$ cat config.mk
export PLATFORM = sky130hd
export DESIGN_NAME = mux2_stream_arb
export DESIGN_NICKNAME = d
export VERILOG_FILES = /design/src/rtl/mux2_arb_pkg.sv /design/src/rtl/mux2to1.sv /design/src/rtl/mux2_stream_arb.sv
export SDC_FILE = /design/constraint.sdc
export NUM_CORES = 1
export LEC_CHECK = 0
export CAP_MARGIN = 15
export CORE_MARGIN = 8
export CORE_UTILIZATION = 42
export DETAILED_ROUTE_END_ITERATION = 7
export PLACE_DENSITY = 0.78
export SYNTH_ARGS = -nofsm -noshare
export SYNTH_HDL_FRONTEND = slang
export SYNTH_SLANG_ARGS = --single-unit
$ cat constraint.sdc
create_clock -name clk -period 1.8 [get_ports clk]
set_input_delay 0.27 -clock clk [delete_from_list [all_inputs] [get_ports clk]]
set_output_delay 0.27 -clock clk [all_outputs]
set_load 0.1 [all_outputs]
$ cat src/rtl/mux2_arb_pkg.sv
// Shared types and default widths for the two-input stream arbiter.
package mux2_arb_pkg;

  typedef enum logic {SRC_A = 1'b0, SRC_B = 1'b1} src_e;
  typedef enum logic {ST_EMPTY = 1'b0, ST_FULL = 1'b1} stage_e;

  localparam int DEF_WIDTH = 8;
  localparam int DEF_CNT_W = 8;

endpackage

$ cat src/rtl/mux2to1.sv
// Single-bit 2:1 data cell; sel=0 passes a, sel=1 passes b.
module mux2to1 (
  input  logic a,
  input  logic b,
  input  logic sel,
  output logic y
);

  assign y = sel ? b : a;

endmodule

$ cat src/rtl/mux2_stream_arb.sv
// Round-robin arbiter for two valid/ready sources feeding a mux2to1 bank,
// with a single registered output stage and per-source beat counters.
//
// state    | meaning
// ST_EMPTY | output register holds no beat (out_valid=0)
// ST_FULL  | output register holds a beat awaiting out_ready
module mux2_stream_arb
  import mux2_arb_pkg::*;
#(
  parameter int WIDTH = DEF_WIDTH,
  parameter int CNT_W = DEF_CNT_W
) (
  input  logic             clk,
  input  logic             rst_n,
  input  logic             a_valid,
  input  logic [WIDTH-1:0] a_data,
  output logic             a_ready,
  input  logic             b_valid,
  input  logic [WIDTH-1:0] b_data,
  output logic             b_ready,
  output logic             sel,
  output logic             out_valid,
  output logic [WIDTH-1:0] out_data,
  output logic             out_src,
  input  logic             out_ready,
  output logic [CNT_W-1:0] cnt_a,
  output logic [CNT_W-1:0] cnt_b
);

  stage_e           state_q, state_d;
  src_e             prio_q, sel_s, out_src_q;
  logic             grant_a, grant_b, load, accept;
  logic [WIDTH-1:0] mux_y, out_data_q;
  logic [CNT_W-1:0] cnt_a_q, cnt_b_q;

  for (genvar i = 0; i < WIDTH; i++) begin : g_mux
    mux2to1 u_mux (
      .a   (a_data[i]),
      .b   (b_data[i]),
      .sel (sel_s),
      .y   (mux_y[i])
    );
  end

  always_comb begin
    grant_a = 1'b0;
    grant_b = 1'b0;
    sel_s   = prio_q;
    if (a_valid && b_valid) begin
      grant_a = (prio_q == SRC_A);
      grant_b = (prio_q == SRC_B);
    end else if (a_valid) begin
      grant_a = 1'b1;
      sel_s   = SRC_A;
    end else if (b_valid) begin
      grant_b = 1'b1;
      sel_s   = SRC_B;
    end
  end

  // rst_n gates load so no source sees ready while the stage is held in reset
  assign load    = rst_n && ((state_q == ST_EMPTY) || out_ready);
  assign accept  = load && (grant_a || grant_b);
  assign a_ready = load && grant_a;
  assign b_ready = load && grant_b;

  always_comb begin
    state_d = state_q;
    if (accept) begin
      state_d = ST_FULL;
    end else if (out_ready) begin
      state_d = ST_EMPTY;
    end
  end

  always_ff @(posedge clk or negedge rst_n) begin
    if (!rst_n) begin
      state_q <= ST_EMPTY;
    end else begin
      state_q <= state_d;
    end
  end

  always_ff @(posedge clk or negedge rst_n) begin
    if (!rst_n) begin
      out_data_q <= '0;
      out_src_q  <= SRC_A;
      prio_q     <= SRC_A;
      cnt_a_q    <= '0;
      cnt_b_q    <= '0;
    end else if (accept) begin
      out_data_q <= mux_y;
      out_src_q  <= sel_s;
      // Next priority always goes to whichever source was not just served
      prio_q     <= (sel_s == SRC_A) ? SRC_B : SRC_A;
      if (grant_a) cnt_a_q <= cnt_a_q + 1'b1;
      if (grant_b) cnt_b_q <= cnt_b_q + 1'b1;
    end
  end

  assign sel       = sel_s;
  assign out_valid = (state_q == ST_FULL);
  assign out_data  = out_data_q;
  assign out_src   = out_src_q;
  assign cnt_a     = cnt_a_q;
  assign cnt_b     = cnt_b_q;

endmodule

### Word level (Yosys, flattened, before mapping)

Index checks and enable logic that the tools add are counted.

| word-level totals | value |
|---|---|
| logic and storage cells | 39 |
| bits in registers | 27 |

| operators by class | value |
|---|---|
| add/subtract/negate cells | 2 |
| mux-type cells | 19 |
| bitwise gates (word level) | 2 |
| reductions and logical operators | 10 |

Operators with widths:

| operator | number |
|---|---|
| two-way mux 1 bit | 19 |
| adder 8 x 1 -> 8 bit (second input constant) | 2 |
| logical AND 1 bit | 5 |
| AND reduction 2 bit | 2 |
| logical OR 1 bit | 2 |
| inverter 1 bit | 2 |
| nonzero test 2 bit | 1 |

### Logic depth before layout (Yosys ltp)

Gate-level depths: netlist of the first run.

| depth | value |
|---|---|
| depth in word-level cells | 6 |
| gate-level depth with buffers | 6 |
| mapped depth without buffers | 5 |

### Hierarchy

Synthesis of the first run repeated with hierarchy kept, for this count alone.

| second synthesis, totals | value |
|---|---|
| cell total of the unflattened synthesis | 98 |
| area total of the unflattened synthesis | 1,271.2 um^2 |

Modules (own cells, without submodules):

| module | cells an instance | times used | sequential area each (um^2) | area an instance (um^2) |
|---|---|---|---|---|
| mux2_stream_arb | 90 | 1 | 675.6 | 1,151.1 |
| mux2to1 | 1 | 8 | 0.0 | 15.0 |

### Worst setup path after synthesis of the first run

No wires, ideal clock.

| timing | value |
|---|---|
| path type | register -> register |
| start point | register state_q (netlist: out_valid) |
| end point | register cnt_b_q[5] (netlist: cnt_b[5]) |
| library setup time | 158 ps |
| stages on the path, launching flop included | 6 |
| required time | 1,642 ps |
| period minus slack after synthesis | 2,212 ps |
| arrival | 2,054 ps |
| slack | -412 ps |
| cells stage by stage | dfrtp_1 -> nand2b_1 -> o2111ai_2 -> inv_2 -> nand4_1 -> xnor2_1 |

| between the ends | value |
|---|---|
| word-level cells in the longest chain between the ends | 5 |

RTL lines:

| what | RTL line | source |
|---|---|---|
| start: declaration | mux2_stream_arb.sv:30 | `stage_e state_q, state_d;` |
| start signal: assignment | mux2_stream_arb.sv:80 | `state_q <= state_d;` |
| inverter 1 bit | mux2_stream_arb.sv:62 | `assign load = rst_n && ((state_q == ST_EMPTY) \|\| out_ready);` |
| logical OR 1 bit | mux2_stream_arb.sv:62 |  |
| logical AND 1 bit | mux2_stream_arb.sv:62 |  |
| logical AND 1 bit | mux2_stream_arb.sv:63 | `assign accept = load && (grant_a \|\| grant_b);` |
| AND reduction 2 bit (no source line) | - |  |
| end signal: assignment | mux2_stream_arb.sv:97 | `if (grant_b) cnt_b_q <= cnt_b_q + 1'b1;` |
| end: declaration | mux2_stream_arb.sv:34 | `logic [CNT_W-1:0] cnt_a_q, cnt_b_q;` |

No other way between the ends.
A chain may end at the register's enable or synchronous reset.

### Final worst setup path of the first run

| timing | value |
|---|---|
| start point | input a_valid |
| end point | output a_ready |

| between the ends | value |
|---|---|
| word-level cells in the longest chain between the ends | 3 |

RTL lines:

| what | RTL line | source |
|---|---|---|
| start: declaration | mux2_stream_arb.sv:15 | `input logic a_valid,` |
| two-way mux 1 bit / logical AND 1 bit (equally long branches) | mux2_stream_arb.sv:52, mux2_stream_arb.sv:49 |  |
| two-way mux 1 bit * | mux2_stream_arb.sv:49 | `if (a_valid && b_valid) begin` |
| logical AND 1 bit * | mux2_stream_arb.sv:64 | `assign a_ready = load && grant_a;` |
| end: declaration | mux2_stream_arb.sv:17 | `output logic a_ready,` |

Every way passes the cells marked *; elsewhere a longest branch is shown, timed or not.

==> results of run 1 <==
## flip-flops by register name, indices dropped and copies added (netlist names)
signal,count
out_valid,1
out_data,8
cnt_b,8
out_src,1
prio_q,1
cnt_a,8
## synthesized netlist by cell type, drive strengths merged
| master | count | share of area [%] |
|---|---|---|
| nand3 | 1 | 0.42 |
| xnor2 | 11 | 8.1 |
| o2111ai | 1 | 1.3 |
| o211a | 1 | 0.84 |
| nand4 | 8 | 4.2 |
| dfrtp | 27 | 57 |
| ha | 2 | 2.1 |
| clkinv | 1 | 0.73 |
| nor3 | 2 | 0.84 |
| a21oi | 16 | 6.7 |
| nor2 | 11 | 3.5 |
| nand2b | 1 | 0.52 |
| inv | 2 | 0.63 |
| a21boi | 1 | 0.63 |
| buf | 2 | 0.84 |
| and3 | 4 | 2.1 |
| xor2 | 3 | 2.2 |
| or2 | 1 | 0.52 |
| mux2 | 1 | 0.94 |
| nand2 | 18 | 5.7 |
| o211ai | 1 | 0.63 |
## metal layers
layer	wire, um	global-route usage, %	up-vias
met5	0	0	-
met4	133	11.8	0
met3	112	2.15	10
met2	1690	22.5	35
met1	1330	14.9	529
li1	-	-	523
## final cells by class
cell class	count	area (um^2)	area share, %
Tap cell	31	38.8	1.89
Inverter	3	23.8	1.16
Clock buffer	3	22.5	1.10
Timing Repair Buffer	63	767	37.4
Multi-Input combinational cell	83	512	24.9
Sequential cell	27	683	33.3
Clock inverter	1	5.00	0.244
## power by group through the flow
stage | Combinational (mW) | Sequential (mW) | Clock, mW
after detailed placement | 2.17 | 1.03 | 0
after CTS | 2.18 | 1.02 | 0.277
after floorplan | 0.314 | 2.06 | 0
after global placement | 2.14 | 1.02 | 0
final | 2.18 | 1.02 | 0.259
after global routing | 2.26 | 1.04 | 0.303
## what timing repair did
item / CTS / global route
setup buffers: 1 / 3
hold buffers: 0 / 0
endpoints found under the setup margin: 1 / 3
gates resized for setup: 0 / 5
## critical path: cells and delay by family
family | cells | cell delay, ps
simple gates | 1 | 190
buf+inv | 3 | 850
compound gates | 1 | 210
## worst min-delay path by stage
stage,start,end,slack (ps)
4_1_cts,rst_n,prio_q,370
6_report,rst_n,out_data[4],420
2_1_floorplan,rst_n,cnt_a[0],-30
5_1_grt,rst_n,prio_q,410
3_3_place_gp,cnt_b[7],cnt_b[7],460
3_5_place_dp,out_src,out_src,470
## cells by family after synthesis
logic type / Yosys count / synth area share, %
AND/OR/NAND/NOR: 46 / 17.7
flip-flops: 27 / 56.7
AO/OA/AOI/OAI: 20 / 10.1
XOR/XNOR: 14 / 10.3
buffers and inverters: 5 / 2.20
adder cells (fa/ha/maj): 2 / 2.10
multiplexers: 1 / 0.944
## stage by stage
stage	setup WS, ps	util, %
global route	-11.8	75.1
finish	8.36	75.1
floorplan	50.0	-
CTS	0.237	73.7
detailed placement	25.1	72.4
global placement	50.1	72.4
## cells in the final DEF (no fill, tap or decap)
cell,Yosys,final
buf_6,0,1
dlymetal6s2s_1,0,1
a21boi_1,1,1
nand3_1,1,1
or2_4,0,1
dfrtp_1,27,23
o211a_1,1,1
nor3_1,2,2
and3_1,4,4
o211ai_1,1,1
dfrtp_4,0,1
nand4_1,8,8
nor2_1,11,11
ha_1,2,2
buf_12,0,19
xnor2_1,11,11
inv_8,0,1
buf_4,0,23
a21oi_1,16,16
clkinv_4,1,1
dfrtp_2,0,3
xor2_1,3,3
nand2b_4,0,1
mux2_1,1,1
clkinv_2,0,1
o2111ai_4,0,1
nand2_1,18,18
inv_1,1,1
clkdlybuf4s50_1,0,19
clkbuf_4,0,3
==> out/qor.csv, run 1 <==
metric;value;unit
status;finished, final reports clean;
antenna_found_initial;0;
final.period_utilization;99.5;%
switching_share;54.7;%
hp-class;input pin to asynchronous set/reset pin;
initial_core_util;43.6;%
final_antenna_net_count;0;
wire_per_inst;15.5;um
slew_viol_final;0;
syn_nets;138;
htree_levels;1;
power;3.46;mW
clock_latency;330;ps
cp-end-kind;primary output;
cap_viol_max_count;0;
dp_cells;203;
post_layout_nonfiller_instances;211;
ios;50;
switchingPower;1.89;mW
cts_sinks;27;
fp.dieH;69.3;um
rr_worst_depth;5;
antenna_cells;0;
rows;19;
overflow;0;
hpwl;2640;um
critPathMaxStageDelay;530;ps
vias;1097;
ys_warn_count;0;
r2r_start;out_valid;
grt_max_degree;16;
cp_cell_sequence;clkdlybuf4s50_1 > a21boi_1 > and3_1 > buf_6 > buf_12;
place.gp.congestion;0.789;
io_buffers;49;
min_period;1790;ps
reg2reg_to;cnt_b[6];
cp.arrival;1520;ps
route.detailed.drc;0;
crit_type;input pin to primary output;
power.share.clock;7.5;%
p_comb_share;63.1;%
fmax;558;MHz
nets;204;
irDropWorstVdd;0.00168;V
grt_pass1_wl;5510;um
area_growth;72.1;%
r2r_slack;310;ps
finalClockSkew;15.0;ps
fillers;183;
p_int;1.57;mW
critPathLaunchType;input pin;
synthesis.area;0.00119;mm^2
setup_viol;0;
setup_tns;0;ps
coreArea;0.00273;mm^2
cp_max_fo;10;
synth_area_per_cell;10.4;um^2
seqPwrFrac;29.4;%
clockBufferDepth;2;
dpl_cell_area;0.00198;mm^2
slew_headroom;81.2;%
crit_required;1530;ps
yosysSeqAreaShare;56.7;%
drive_above_1_share;31.1;%
cp-startpoint;a_valid;
wl;3260;um
die_x;69.3;um
worst_hold_slack;419;ps
hold_viol_final;0;
p_leak;0.943;nW
clockRootBuffer;clkbuf_4;
fp.dieArea;0.00480;mm^2
ys_seq_elements;27;
rsz0062_at_grt;yes;
numCtsBuffers;3;
drt_pass1_iterations;4;
grt_pass1_vias;1163;
power_density;1680;mW/mm^2
drtIter0Drc;41;
final_area;0.00205;mm^2
synthCells;115;
viasPerCell;5.20;
grt_usage;13.7;%
cts_tree;built;
setup.worst_path.end;a_ready;
clk_pin_slew_worst_paths;150;ps
yosys.cell_types.count;22;
critPathSlowestCell;clkdlybuf4s50_1;
worst_pin_slew;281;ps
(Power assumes the default switching activity.)
==> run 2, diff against run 1 <==
- MAX_ROUTING_LAYER: unset -> met4
==> out/qor.csv, run 2 (synthesis gave the netlist of run 1 again) <==
metric;value;unit;change
area_growth;72.1;%;unchanged
p_leak;0.943;nW;unchanged
numCtsBuffers;3;;unchanged
critPathLaunchType;input pin;;
min_period;1790;ps;-0.0748 ps
rsz0062_at_grt;yes;;
hp-class;input pin to asynchronous set/reset pin;;
antenna_cells;0;;unchanged
finalClockSkew;15.2;ps;+0.203 ps
setup_tns;0;ps;unchanged
ios;50;;unchanged
antenna_found_initial;0;;unchanged
fp.dieArea;0.00480;mm^2;unchanged
power_density;1680;mW/mm^2;about the same
io_buffers;49;;unchanged
slew_headroom;81.2;%;unchanged
cap_viol_max_count;0;;unchanged
overflow;0;;unchanged
drive_above_1_share;31.1;%;unchanged
clockBufferDepth;2;;unchanged
viasPerCell;5.19;;-0.18%
cp_max_fo;10;;unchanged
clockRootBuffer;clkbuf_4;;
cp-startpoint;a_valid;;
worst_hold_slack;419;ps;-0.220 ps
postCtsHoldBufs;0;;unchanged
grt_pass1_wl;5510;um;unchanged
grt_pass1_vias;1162;;-0.086%
initial_core_util;43.6;%;unchanged
post_layout_nonfiller_instances;211;;unchanged
slew_viol_final;0;;unchanged
clock_latency;330;ps;about the same
power;3.46;mW;about the same
route.detailed.drc;0;;unchanged
crit_type;input pin to primary output;;
grt_usage;14.0;%;+0.37 points
vias;1095;;-0.18%
final_cell_mix;dfrtp_1, buf_4, clkdlybuf4s50_1, buf_12, nand2_1;;
cts_tree;built;;
htree_levels;1;;unchanged
clk_pin_slew_worst_paths;150;ps;about the same
final.period_utilization;99.5;%;about the same
dp_cells;203;;unchanged
fillers;183;;unchanged
grt_max_degree;16;;unchanged
r2r_start;out_valid;;
wire_per_inst;15.5;um;about the same
die_x;69.3;um;unchanged
fp.dieH;69.3;um;unchanged
fmax;558;MHz;about the same
worst_pin_slew;281;ps;unchanged
cp-end-kind;primary output;;
post-route-util;75.1;%;unchanged
rows;19;;unchanged
setup_viol;0;;unchanged
status;finished, final reports clean;;
hold_viol_final;0;;unchanged
place.gp.congestion;0.800;;+1.4%
drtIter0Drc;46;;+12%
cp.arrival;1520;ps;about the same
nets;204;;unchanged
final_antenna_net_count;0;;unchanged
crit_required;1530;ps;about the same
wl;3270;um;about the same
drt_pass1_iterations;4;;unchanged
coreArea;0.00273;mm^2;unchanged
hpwl;2640;um;unchanged
irDropWorstVdd;0.00168;V;about the same
cts_sinks;27;;unchanged
## run 2: path summary, 6_finish.rpt
path	endpoint	slack, ps	cells past startpoint
max	a_ready	8	5
min	out_data[4]	420	2
max reg2reg	cnt_b[6]	310	5
min reg2reg	cnt_b[7]	490	1
max in group asynchronous	cnt_a[4]	1170	2
min in group clk	prio_q	450	4
## run 2: stage by stage
| step | area [um^2] | setup WS (ps) |
|---|---|---|
| after detailed placement | 1980 | 25.1 |
| after CTS | 2020 | 0.237 |
| final | 2050 | 8.44 |
| after global routing | 2050 | -11.8 |
| after global placement | 1980 | 50.1 |
| after floorplan | 1220 | 50.0 |
## run 2: layout make-up
type	instances	area, um^2	share of cell area [%]
Clock inverter	1	5.00	0.244
Inverter	3	23.8	1.16
Sequential cell	27	683	33.3
Tap cell	31	38.8	1.89
Multi-Input combinational cell	83	512	24.9
Timing Repair Buffer	63	767	37.4
Clock buffer	3	22.5	1.10
## run 2: worst max-delay path, stage by stage
cell and delay, ps:
clkdlybuf4s50_1 530, a21boi_1 210, and3_1 190, buf_6 140, buf_12 180
## run 2: layer usage
layer / global-route usage, % / vias up / routed length (um)
met5: - / - / 0
met4: 11.8 / 0 / 133
met3: 1.86 / 10 / 95
li1: - / 523 / -
met1: 15.0 / 527 / 1340
met2: 22.5 / 35 / 1690
## run 2: power by group
part           leakage [nW]  internal (mW)  total [mW]  switching, mW
combinational         0.597          0.710        2.18           1.47
sequential            0.328          0.773        1.02          0.243
clock                0.0177         0.0833       0.259          0.176
total                 0.943           1.57        3.46           1.89
## run 2: repair_timing
action,in CTS,in global routing
pin swaps,0,0
cloned,0,0
hold endpoints to repair,0,0
gates resized for setup,0,5
setup buffers,1,3
setup endpoints to repair,1,3
